**config.mk**
```make
export PLATFORM = sky130hd
export DESIGN_NAME = ark_lane_engine
export DESIGN_NICKNAME = d
export VERILOG_FILES = /design/src/rtl/ark_pkg.sv /design/src/rtl/ark_key_table.sv /design/src/rtl/ark_lane_engine.sv
export SDC_FILE = /design/constraint.sdc
export NUM_CORES = 2
export LEC_CHECK = 0
export BUFFER_PORTS_ARGS = -buffer_cell sky130_fd_sc_hd__buf_4
export CORE_ASPECT_RATIO = 1.5
export CORE_MARGIN = 2
export CORE_UTILIZATION = 40
export CTS_CLUSTER_DIAMETER = 30
export CTS_CLUSTER_SIZE = 12
export DETAILED_ROUTE_END_ITERATION = 16
export PLACE_DENSITY_LB_ADDON = 0.3
export SYNTH_ARGS = -nofsm -noshare
export SYNTH_HDL_FRONTEND = slang
export SYNTH_SLANG_ARGS = --single-unit
```
**constraint.sdc**
```tcl
create_clock -name clk -period 1.8 [get_ports clk]
set_clock_uncertainty 0.05 [all_clocks]
set_input_delay 0.18 -clock clk [delete_from_list [all_inputs] [get_ports clk]]
set_output_delay 0.18 -clock clk [all_outputs]
set_load 0.05 [all_outputs]
```
**src/rtl/ark_pkg.sv**
```systemverilog
// Shared types and default geometry for the lane-serial AddRoundKey engine.
package ark_pkg;
    localparam int ARK_DATA_W   = 128;
    localparam int ARK_LANE_W   = 32;
    localparam int ARK_NUM_KEYS = 15;

    typedef enum logic [1:0] {
        IDLE = 2'd0,
        RUN  = 2'd1,
        HOLD = 2'd2
    } ark_state_e;
endpackage

```
**src/rtl/ark_key_table.sv**
```systemverilog
// Round-key register file: one synchronous write port, one combinational read port.
// Reads of indices at or beyond NUM_KEYS return an all-zero key.
module ark_key_table #(
    parameter int DATA_W   = 128,
    parameter int NUM_KEYS = 15,
    parameter int IDX_W    = 4
) (
    input  logic              clk,
    input  logic              reset,
    input  logic              wr_en,
    input  logic [IDX_W-1:0]  wr_idx,
    input  logic [DATA_W-1:0] wr_data,
    input  logic [IDX_W-1:0]  rd_idx,
    output logic [DATA_W-1:0] rd_data
);
    localparam logic [IDX_W:0] NUM_KEYS_L = (IDX_W+1)'(NUM_KEYS);

    logic [DATA_W-1:0] mem_q [NUM_KEYS];
    logic [DATA_W-1:0] mem_d [NUM_KEYS];

    always_comb begin
        mem_d = mem_q;
        if (wr_en && ({1'b0, wr_idx} < NUM_KEYS_L)) begin
            mem_d[wr_idx] = wr_data;
        end
    end

    always_comb begin
        rd_data = '0;
        if ({1'b0, rd_idx} < NUM_KEYS_L) begin
            rd_data = mem_q[rd_idx];
        end
    end

    always_ff @(posedge clk) begin
        if (reset) begin
            for (int i = 0; i < NUM_KEYS; i++) begin
                mem_q[i] <= '0;
            end
        end else begin
            mem_q <= mem_d;
        end
    end
endmodule

```
**src/rtl/ark_lane_engine.sv**
```systemverilog
// Lane-serial AddRoundKey: XORs one LANE_W slice of the block with a snapshotted round key per cycle.
// Define ARK_STATUS_EN to add err (out-of-range round) and blk_cnt (delivered blocks) status ports.
module ark_lane_engine
    import ark_pkg::*;
#(
    parameter int DATA_W   = ARK_DATA_W,
    parameter int LANE_W   = ARK_LANE_W,
    parameter int NUM_KEYS = ARK_NUM_KEYS,
    localparam int IDX_W   = $clog2(NUM_KEYS)
) (
    input  logic              clk,
    input  logic              reset,
    input  logic              key_wr_en,
    input  logic [IDX_W-1:0]  key_wr_idx,
    input  logic [DATA_W-1:0] key_wr_data,
    input  logic              in_valid,
    output logic              in_ready,
    input  logic [DATA_W-1:0] in_state,
    input  logic [IDX_W-1:0]  in_round,
    output logic              out_valid,
    input  logic              out_ready,
    output logic [DATA_W-1:0] out_state,
    output logic              busy
`ifdef ARK_STATUS_EN
    ,
    output logic              err,
    output logic [15:0]       blk_cnt
`endif
);
    localparam int LANES = DATA_W / LANE_W;
    localparam int CNT_W = (LANES > 1) ? $clog2(LANES) : 1;

    ark_state_e        state_q, state_d;
    logic [DATA_W-1:0] data_q, data_d;
    logic [DATA_W-1:0] key_q, key_d;
    logic [CNT_W-1:0]  lane_q, lane_d;
    logic [DATA_W-1:0] tbl_rd_data;
    logic              accept;
    logic              round_ok;
    logic              last_lane;

    ark_key_table #(
        .DATA_W   (DATA_W),
        .NUM_KEYS (NUM_KEYS),
        .IDX_W    (IDX_W)
    ) u_key_table (
        .clk     (clk),
        .reset   (reset),
        .wr_en   (key_wr_en),
        .wr_idx  (key_wr_idx),
        .wr_data (key_wr_data),
        .rd_idx  (in_round),
        .rd_data (tbl_rd_data)
    );

    assign accept    = in_valid && (state_q == IDLE);
    assign last_lane = (lane_q == CNT_W'(LANES - 1));

`ifdef ARK_STATUS_EN
    localparam logic [IDX_W:0] NUM_KEYS_L = (IDX_W+1)'(NUM_KEYS);
    assign round_ok = ({1'b0, in_round} < NUM_KEYS_L);
`else
    // Out-of-range rounds read back a zero key from the table, so the block passes through.
    assign round_ok = 1'b1;
`endif

    always_ff @(posedge clk) begin
        if (reset) begin
            state_q <= IDLE;
        end else begin
            state_q <= state_d;
        end
    end

    always_comb begin
        state_d = state_q;
        case (state_q)
            IDLE:    if (accept && round_ok) state_d = RUN;
            RUN:     if (last_lane) state_d = HOLD;
            HOLD:    if (out_ready) state_d = IDLE;
            default: state_d = IDLE;
        endcase
    end

    always_comb begin
        in_ready  = (state_q == IDLE);
        out_valid = (state_q == HOLD);
        busy      = (state_q != IDLE);
    end

    // The key is snapshotted at accept, so later table writes never touch a block in flight.
    always_comb begin
        data_d = data_q;
        key_d  = key_q;
        lane_d = lane_q;
        if (accept && round_ok) begin
            data_d = in_state;
            key_d  = tbl_rd_data;
            lane_d = '0;
        end else if (state_q == RUN) begin
            for (int l = 0; l < LANES; l++) begin
                if (lane_q == CNT_W'(l)) begin
                    data_d[l*LANE_W +: LANE_W] = data_q[l*LANE_W +: LANE_W] ^ key_q[l*LANE_W +: LANE_W];
                end
            end
            lane_d = lane_q + 1'b1;
        end
    end

    always_ff @(posedge clk) begin
        if (reset) begin
            data_q <= '0;
            key_q  <= '0;
            lane_q <= '0;
        end else begin
            data_q <= data_d;
            key_q  <= key_d;
            lane_q <= lane_d;
        end
    end

    assign out_state = data_q;

`ifdef ARK_STATUS_EN
    logic        err_q, err_d;
    logic [15:0] blk_cnt_q, blk_cnt_d;

    always_comb begin
        err_d     = accept && !round_ok;
        blk_cnt_d = blk_cnt_q;
        if (out_valid && out_ready) begin
            blk_cnt_d = blk_cnt_q + 16'd1;
        end
    end

    always_ff @(posedge clk) begin
        if (reset) begin
            err_q     <= 1'b0;
            blk_cnt_q <= '0;
        end else begin
            err_q     <= err_d;
            blk_cnt_q <= blk_cnt_d;
        end
    end

    assign err     = err_q;
    assign blk_cnt = blk_cnt_q;
`endif
endmodule

```
==> impl_metrics.tcl <==
set metrics [dict create \
    status "complete, but fails checks" \
    violations "negative setup slack" \
    path_cells "or3b_4, and4bb_4, buf_12, buf_16, o211ai_1, o211ai_2" \
    coreArea_um2 227000 \
    final_util_pct 52.9 \
    hold_depth 6 \
    vias 84300 \
    synthMuxAreaShare_pct 12.3 \
    rsz0062_at_grt "yes" \
    die-area_um2 232000 \
    r2r-end "key_q[38]" \
    avgRoutedWirePerCell_um 23.5 \
    dp_hpwl_mm 212 \
    p_leak_nw 42.2 \
    root_buffer "clkbuf_16" \
    r2r_start "state_q[1]" \
    synthAdderAreaFrac_pct 0.0549 \
    first_pass_iters 7 \
    synth_cells 10800 \
    fin_nets 11800 \
    grt_max_degree 168 \
    tns_ps -19620 \
    cts_tree "yes" \
    power_switching_mw 32.8 \
    grt_pass1_wl_mm 519 \
    crit_family "simple AND/OR/NAND/NOR gates" \
    powerDensity_nw_per_um2 1130 \
    p_int_mw 103 \
    r2r_slack_ps -250 \
    finalSetupViolCount 175 \
    critPathSlowestCell "and4bb_4" \
    grt_pass1_vias 83500 \
    min_to "u_key_table.mem_q[1688]" \
    startpoint "state_q[1]" \
    synth_top_family_by_area "simple AND/OR/NAND/NOR gates" \
    synth_compound_area_share_pct 15.5 \
    timing.final.crit_period_ps 2050 \
    synth-seq-cells 2180 \
    ys_seq_area_share_pct 47.9 \
    drt_iter0_drc 8338 \
    cap_violations 0 \
    worstRegToRegCells 6 \
    min_path_type "in -> reg" \
    grt_overflow 0 \
    syn2layout_area_growth_pct 31.5 \
    grt_usage_pct 28.9 \
    drc 0 \
    critPathBufInv 2 \
    synth_top_area_share_pct 47.9 \
    clock_path_buffers 4 \
    synth_edf_count 0 \
    drt_wl_total_mm 350 \
    yosysTopAreaCell "dfxtp_1" \
    maxSlewViolCount 0 \
    clkSinkCount 2180 \
    synth_area_leaders "dfxtp_1 48%, nand2_1 17%, a21oi_1 11%" \
    antenna_found_initial 41 \
    hp-start "key_wr_en" \
    cts_buffers 378 \
    drive_above_1_share_pct 19.4 \
    synthFlopType "dfxtp_1" \
    synth_cell_types 33 \
    combPwrFrac_pct 7.2 \
    synth.avg_cell_area_um2 8.40 \
    synth_xor_area_share_pct 1.24 \
    async_flop_share_pct 0 \
    die_x_um 394 \
    clock_insertion_delay_worst_skew_ps 900 \
    post-place-ws_ps -300 \
    ir_drop_uv 807 \
    cts_htree_levels 5 \
    routed_via_density 5.67 \
    synthSimpleGateAreaFrac_pct 17.8 \
    setup_ws_ps -249 \
    fp.dieH_um 589 \
    clkTransAtPathRegs_ps 50 \
    seq_power_share_pct 36.7 \
    fmax_mhz 488 \
    synthesis.nets 11100 \
    clockPowerShare_pct 56.1 \
    globalplace.congestion 0.847 \
    maxSlewHeadroom_pct 41.9 \
    path_max_fanout 8 \
    timing.final.crit_share_pct 114 \
    tightestPinTransition_ps 872 \
    syn_area_um2 91100 \
    start_kind "flip-flop" \
    swShare_pct 24.2 \
    synth_warnings 0 \
    power_mw 136 \
    fillCellCount 20000 \
    crit_type "reg -> reg" \
    postRouteAntennaNets 0 \
    timing.final.hold_violations 0 \
    required_ps 2540 \
    ios 400 \
    arrival_ps 2790 \
    end_kind "flip-flop" \
    critPathMaxStageDelay_ps 450 \
    rows 214 \
    io_buffers 399 \
    initial_core_util_pct 40.2 \
]
==> what timing repair did <==
action | CTS | global route
gates cloned | 24 | 10
endpoints found under the setup margin | 175 | 225
pin swaps | 35 | 94
endpoints found under the hold margin | 2100 | 0
hold buffers | 268 | 0
setup buffers | 27 | 17
resized for setup | 67 | 55
==> worst min-delay path: stages <==
cell,delay [ps]
buf_4,110
or3b_2,270
nor2_4,70
buf_12,150
nand2_1,60
a21oi_1,50
==> worst max path at each step <==
stage | end | slack [ps] | depth (start not counted)
after floorplan | key_q[77] | -5 | 7
after global placement | key_q[38] | -270 | 6
after detailed placement | key_q[38] | -300 | 6
after CTS | busy | -250 | 5
after global routing | key_q[90] | -240 | 7
final | key_q[38] | -250 | 6
==> Yosys cell counts, types with 105 or more instances <==
library cell / number
o211ai_2: 105
nand2_1: 4106
o211ai_1: 151
nor2_1: 146
buf_2: 134
a21oi_1: 1923
a211oi_1: 128
dfxtp_1: 2180
o221ai_1: 128
mux2i_1: 256
clkbuf_1: 845
mux4_2: 384
xor2_1: 128
inv_1: 132
==> area by class of cell <==
class	instances	area [um2]	area share, %
antenna	19	47.5	0.0397
clock buffer	462	10400	8.66
clock inverter	228	3130	2.61
inverter	132	495	0.414
multi-input combinational	7494	43200	36.0
sequential	2180	43700	36.4
tap	3024	3780	3.16
timing repair buffer	1333	15100	12.6
==> through the flow <==
stage / std cells / area, um2 / hold slack, ps
after floorplan: 10800 / 91100 / 266
after global placement: 13800 / 102000 / 387
after detailed placement: 13800 / 102000 / 394
after CTS: 14800 / 119000 / 6.78
after global routing: 14900 / 120000 / 45.7
final: 14900 / 120000 / 25.9
==> cell families after synthesis <==
logic type,count (synthesis)
adders and majority gates,4
muxes,640
AOI/OAI and AO/OA,2436
DFF,2180
buffers and inverters,1169
xor gates and xnor gates,129
and+or+nand+nor,4285
==> registers in the layout, summed over array words and instances (netlist names) <==
name and cells:
state_q 2, out_state 128, u_key_table.mem_q 1920, lane_q 2, key_q 128
==> power groups by stage <==
| stage | combinational [mW] | sequential, mW | clock, mW |
|---|---|---|---|
| 2_1_floorplan | 4.12 | 51.3 | 0 |
| 3_3_place_gp | 8.65 | 50.7 | 0 |
| 3_5_place_dp | 8.75 | 50.8 | 0 |
| 4_1_cts | 9.58 | 49.8 | 76.5 |
| 5_1_grt | 10.2 | 49.8 | 78.8 |
| 6_report | 9.75 | 49.8 | 76.0 |
==> cell usage in the layout, fill, tap and decap left out, types with 50 or more instances in the layout <==
cell	count
a211oi_1	116
a21oi_1	1922
buf_12	298
buf_4	712
bufinv_16	61
clkbuf_16	394
clkinvlp_4	50
dfxtp_1	2173
dlygate4sd3_1	267
inv_1	130
mux2i_1	256
mux4_2	384
nand2_1	4083
nor2_1	134
o211ai_1	151
o211ai_2	104
o221ai_1	128
xor2_1	125
==> per-layer routing <==
layer  track usage [%]  vias up  wire [um]
met3              6.23     1026      33800
met4              13.6       40      17000
met2              47.5     4421     163000
met5                 0        -        254
met1              36.2    40900     135000
li1                  -    37900          -
No activity file was read; power rests on OpenSTA's default activity.
